--- src/rtl/led_breather.sv ---
// led_breather: tick-paced breathing LED (ramp up, hold, ramp down, hold) rendered by a free-running PWM
module led_breather #(
   parameter int PWM_BITS   = 8,
   parameter int STEP       = 1,
   parameter int HOLD_TICKS = 4,
   parameter bit ACTIVE_LOW = 1
) (
   input  logic                clk,
   input  logic                rst,
   input  logic                enable,
   input  logic                tick,
   output logic                nLED,
   output logic [PWM_BITS-1:0] brightness,
   output logic [1:0]          phase,
   output logic                cycleDone
);
   localparam logic [PWM_BITS-1:0] MAX       = {PWM_BITS{1'b1}};
   localparam logic [PWM_BITS:0]   MAXW      = {1'b0, MAX};
   localparam logic [PWM_BITS:0]   STEPW     = (PWM_BITS + 1)'(STEP);
   localparam int                  HW        = HOLD_TICKS > 1 ? $clog2(HOLD_TICKS) : 1;
   localparam logic [HW-1:0]       HOLD_LAST = HW'(HOLD_TICKS > 0 ? HOLD_TICKS - 1 : 0);

   typedef enum logic [1:0] {RISE, HOLD_HI, FALL, HOLD_LO} phaseT;

   phaseT               state, stateNext;
   logic [PWM_BITS-1:0] brightNext;
   logic [HW-1:0]       holdCnt, holdNext;
   logic                doneNext;
   logic                tickD, tickEdge, act;
   logic [PWM_BITS-1:0] pwmCnt, duty;
   logic                ledOn;
   logic [PWM_BITS:0]   sumUp;
   logic [PWM_BITS-1:0] upSat, downSat;

   assign tickEdge = tick & ~tickD;
   assign act      = enable & tickEdge;
   // Saturating arithmetic: add one bit wider and clamp, subtract only when it cannot underflow
   assign sumUp    = {1'b0, brightness} + STEPW;
   assign upSat    = sumUp > MAXW ? MAX : sumUp[PWM_BITS-1:0];
   assign downSat  = {1'b0, brightness} > STEPW ? brightness - STEPW[PWM_BITS-1:0] : '0;
   assign phase    = state;
   assign ledOn    = (pwmCnt < duty) & enable;

   // Tick history runs every cycle so edges seen while disabled are consumed, not deferred
   always_ff @(posedge clk) begin
      if (!rst) tickD <= 1'b0;
      else      tickD <= tick;
   end

   // Breathing FSM state register
   always_ff @(posedge clk) begin
      if (!rst) begin
         state      <= RISE;
         brightness <= '0;
         holdCnt    <= '0;
         cycleDone  <= 1'b0;
      end else begin
         state      <= stateNext;
         brightness <= brightNext;
         holdCnt    <= holdNext;
         cycleDone  <= doneNext;
      end
   end

   // Next-state logic: advances only on an enabled tick edge
   always_comb begin
      stateNext  = state;
      brightNext = brightness;
      holdNext   = holdCnt;
      doneNext   = 1'b0;
      if (act) begin
         case (state)
            RISE: begin
               brightNext = upSat;
               if (upSat == MAX) begin
                  holdNext = '0;
                  if (HOLD_TICKS == 0) stateNext = FALL;
                  else                 stateNext = HOLD_HI;
               end
            end
            HOLD_HI, HOLD_LO: begin
               if (holdCnt == HOLD_LAST) begin
                  holdNext = '0;
                  doneNext = (state == HOLD_LO);
                  if (state == HOLD_HI) stateNext = FALL;
                  else                  stateNext = RISE;
               end else begin
                  holdNext = holdCnt + 1'b1;
               end
            end
            FALL: begin
               brightNext = downSat;
               if (downSat == '0) begin
                  holdNext = '0;
                  doneNext = (HOLD_TICKS == 0);
                  if (HOLD_TICKS == 0) stateNext = RISE;
                  else                 stateNext = HOLD_LO;
               end
            end
            default: ;
         endcase
      end
   end

   // PWM: duty reloads only at period end so a brightness change never splits a period
   always_ff @(posedge clk) begin
      if (!rst) begin
         pwmCnt <= '0;
         duty   <= '0;
         nLED   <= ACTIVE_LOW;
      end else begin
         if (enable) begin
            pwmCnt <= pwmCnt + 1'b1;
            if (pwmCnt == MAX) duty <= brightness;
         end
         nLED <= ledOn ^ ACTIVE_LOW;
      end
   end
endmodule

--- config.mk ---
export PLATFORM = sky130hd
export DESIGN_NAME = led_breather
export DESIGN_NICKNAME = d
export VERILOG_FILES = /design/src/rtl/led_breather.sv
export SDC_FILE = /design/constraint.sdc
export NUM_CORES = 1
export LEC_CHECK = 0
export ABC_AREA = 1
export BUFFER_PORTS_ARGS = -buffer_cell sky130_fd_sc_hd__buf_2
export CORE_UTILIZATION = 40
export CTS_BUF_LIST = sky130_fd_sc_hd__clkbuf_16
export DETAILED_ROUTE_END_ITERATION = 8
export PLACE_DENSITY = 0.55
export RECOVER_POWER = 100
export SETUP_SLACK_MARGIN = 0.3
export SYNTH_ARGS = -nofsm -noshare
export SYNTH_HDL_FRONTEND = slang
export SYNTH_SLANG_ARGS = --single-unit
export TNS_END_PERCENT = 30
--- constraint.sdc ---
create_clock -name clk -period 3.77 [get_ports clk]
set_input_delay 0.1885 -clock clk [delete_from_list [all_inputs] [get_ports clk]]
set_output_delay 0.1885 -clock clk [all_outputs]
set_load 0.02 [all_outputs]
==> impl_results.md <==
* Run status: finished with violations
* Failing checks: max-capacitance violations, max-slew violations
* Crit path kind: reg2reg
* Net count after synthesis at 330
* Max Clock Freq at 0.368 GHz
* Number of cells upsized or downsized after cts at 0
* Vias after detailed routing at 1896
* Antenna violation net count after detailed routing at 0
* Clock tree root driver cell: sky130_fd_sc_hd__clkbuf_16
* Height of the die at 73.6 microns
* Hold WC Path Type: in2reg
* Die Span X at ~74 microns
* Average cell area after synthesis at ~6.6 sq um
* Worst skew pair latency at about 0.27 ns
* Largest buffer count on any clock path at 2
* Worst path bufs/invs at 2
* GPL Wtd Cong at around 0.90
* Number of antenna repair diodes at 0
* Wire length of the first global-routing pass at about 8000 microns
* R2R depth at 8
* Endpoint type of the worst setup path: flip-flop
* Cell area after placement at roughly 0.0022 sq mm
* End of the worst register-to-register path: brightness[6]
* DRC violation count after routing at 0
* End point of the worst hold path: tickD
* Iteration-0 DRC count of the detailed router at 65
* Worst Setup SP: phase[0]
* Post-route standard cell area excluding fillers at around 0.0023 sq mm
* Most common cell after layout, fill and taps aside: sky130_fd_sc_hd__nand2_1
* Highest ir drop seen on vdd at 0.287 mV
* Wire length per cell after detailed routing at 12.3 microns
* Number of antenna violations at the first check in global routing at 0
* Share of post-route cells with drive strength above 1 at 0.0831
* Post-CTS repair timing setup buffer count at 0
* CP Max Fanout at 15
* Vias per cell at 4.84
* Post-detail-place hpwl at 3680 microns
* Count of fill cells added during filler insertion at 530
* Row cnt at 25
* GRT busiest layer: met2
* Final wirelength at 4820 microns
* Max-slew violations at 16
* Setup TNS at 0 ns
* Number of instances in the synthesized netlist at 309
* Critical R2R Launch: phase[0]
* Number of hold buffers added after cts at 0
* Sequential fraction of the synthesis area at 0.303
* Worst Max-Slew Pin Slew at 1.56 ns
* Final net count at around 350
* Number of buffers added by the clock tree synthesis step at 5
* Die outline area at 0.00542 sq mm
* Cell depth of the worst hold path at 3
* Final Hold Vio Count at 0
* Max-cap violation count at 1
* Worst Skew at about 0.0037 ns
* Final critical-path share of the clock period at 0.721
* Initial Utilization at 0.426
* GR Util met3 at 0.0412
* Global Route met2 Usage at 0.336
* Power density over the cells at 385 mW/mm^2
* Number of input and output port buffers inserted at 15
* Arrival @ worst endpoint at 2.87 ns
* Number of global-route vias before repair at 1760
* Final min period at between 2 and 3 ns
* Final setup viols at 0
* Ordered list of cells on the worst path: inv_1 -> ha_1 -> o21ai_0 -> inv_1 -> o21ai_0 -> a21oi_1 -> a21oi_1 -> nor2_1
* Worst stage delay on the critical path at 1.25 ns
* Leakage power total at around 1.1 nW
* FF-to-FF setup slack at 1.05 ns
* RSZ-0062 raised after global routing: no
* Total Routing Usage GR at 0.200
* Number of storage elements in the synthesis netlist at 31
* CTS clk-pin slew, worst paths at 0.05 ns
* Pin count of the biggest net entering global routing at 23
* Cell with the largest stage delay on the worst path: sky130_fd_sc_hd__o21ai_0
* H-Tree Depth at 2
* Startpoint of the most critical hold path: tick
* Yosys cell types at 30
* Core Box Area at 0.00482 sq mm
* Area delta synth->final at 11.9%
* Yosys warnings at 0
* Synthesized cell area at 0.00205 sq mm
* Congestion Overflow GR at 0
* Cell type group with the largest total delay on the critical path: compound AO/OA/AOI/OAI gates
* Most frequent cells in the layout: sky130_fd_sc_hd__nand2_1, sky130_fd_sc_hd__inv_1, sky130_fd_sc_hd__nor2_1, sky130_fd_sc_hd__a21oi_1, sky130_fd_sc_hd__dfxtp_1
* TritonCTS clock tree: done
* Io pins at 16
* Sink count of the clock tree at 31
* Iteration count of the initial detailed-routing pass at 4
* Fraction of met1 tracks used by global routing at 0.257
* Data required time of the worst path at 3.92 ns
* Worst slew slack as a fraction of its limit at -0.0489
* Sort of element at the start of the critical path: flip-flop
* Sum of internal, switching and leakage power at between 0.8 and 0.9 mW
## through the flow
step | cells | hold WS [ns] | util | setup WS (ns)
2_1_floorplan | 309 | 0.282 | - | 1.94
3_3_place_gp | 384 | 0.383 | 0.450 | 1.52
3_5_place_dp | 384 | 0.391 | 0.450 | 1.51
4_1_cts | 392 | 0.106 | 0.484 | 1.50
5_1_grt | 392 | 0.108 | 0.476 | 0.771
6_report | 392 | 0.110 | 0.476 | 1.05
## synth_stat cells
| cell type | count | share of area |
|---|---|---|
| sky130_fd_sc_hd__nand2_1 | 62 | 0.11 |
| sky130_fd_sc_hd__inv_1 | 44 | 0.081 |
| sky130_fd_sc_hd__nor2_1 | 32 | 0.059 |
| sky130_fd_sc_hd__a21oi_1 | 31 | 0.076 |
| sky130_fd_sc_hd__dfxtp_1 | 31 | 0.30 |
| sky130_fd_sc_hd__o21ai_0 | 23 | 0.056 |
| sky130_fd_sc_hd__ha_1 | 17 | 0.10 |
| sky130_fd_sc_hd__nand3_1 | 14 | 0.034 |
| sky130_fd_sc_hd__nand4_1 | 8 | 0.024 |
| sky130_fd_sc_hd__nand2_2 | 6 | 0.018 |
| sky130_fd_sc_hd__inv_2 | 5 | 0.0092 |
| sky130_fd_sc_hd__nor2_2 | 5 | 0.015 |
| sky130_fd_sc_hd__o21ai_1 | 5 | 0.012 |
| sky130_fd_sc_hd__nand3_2 | 4 | 0.020 |
| sky130_fd_sc_hd__nor3_1 | 4 | 0.0098 |
| sky130_fd_sc_hd__clkbuf_1 | 3 | 0.0055 |
| sky130_fd_sc_hd__buf_4 | 2 | 0.0073 |
| sky130_fd_sc_hd__a2111oi_0 | 1 | 0.0043 |
| sky130_fd_sc_hd__a22oi_1 | 1 | 0.0037 |
| sky130_fd_sc_hd__and3_1 | 1 | 0.0031 |
| sky130_fd_sc_hd__buf_2 | 1 | 0.0024 |
| sky130_fd_sc_hd__buf_6 | 1 | 0.0055 |
| sky130_fd_sc_hd__clkinv_1 | 1 | 0.0018 |
| sky130_fd_sc_hd__nand3_4 | 1 | 0.0085 |
| sky130_fd_sc_hd__nand3b_1 | 1 | 0.0037 |
| sky130_fd_sc_hd__nor2_4 | 1 | 0.0055 |
| sky130_fd_sc_hd__nor3_2 | 1 | 0.0049 |
| sky130_fd_sc_hd__nor4_1 | 1 | 0.0031 |
| sky130_fd_sc_hd__o211ai_1 | 1 | 0.0037 |
| sky130_fd_sc_hd__o21bai_1 | 1 | 0.0037 |
## tightest hold or removal path: stages
cell                      delay, ns
sky130_fd_sc_hd__buf_2         0.08
sky130_fd_sc_hd__nand2_1       0.04
sky130_fd_sc_hd__inv_1         0.04
## state kept, by name, summed over array words and instances, names as in the netlist
register and cells:
brightness 8, duty 8, pwmCnt 8, holdCnt 2, phase 2, cycleDone 1
nLED 1, tickD 1
## power by group
part	leakage (nW)	switching, mW	internal (mW)
logic	0.721	0.0637	0.0310
registers	0.251	0.00821	0.334
clock network	0.0812	0.139	0.308
## per-layer routing
layer | share of wire | vias up
met5 | 0 | -
met4 | 0.0079 | 0
met3 | 0.039 | 5
met2 | 0.47 | 32
met1 | 0.48 | 827
li1 | - | 1032
## area by class of cell
class	count	area, sq um	share of cell area
Inverter	50	188	0.0818
Tap cell	67	83.8	0.0365
Clock inverter	3	38.8	0.0169
Sequential cell	31	621	0.270
Timing Repair Buffer	15	58.8	0.0256
Clock buffer	5	125	0.0545
Multi-Input combinational cell	221	1180	0.514
## cell families after synthesis
group | count (synthesis) | synth area share
adders and majority gates | 17 | 0.104
AOI/OAI and AO/OA | 63 | 0.159
DFF | 31 | 0.303
and+or+nand+nor | 141 | 0.322
buffers and inverters | 57 | 0.112
## worst max-delay path by stage
stage	slack, ns	end	cells after the start
2_1_floorplan	1.94	holdCnt[0]	15
3_3_place_gp	1.52	brightness[6]	8
3_5_place_dp	1.51	brightness[6]	8
4_1_cts	1.50	brightness[6]	8
5_1_grt	0.77	brightness[6]	8
6_report	1.05	brightness[6]	8
Power figures use the tool's default switching activity.
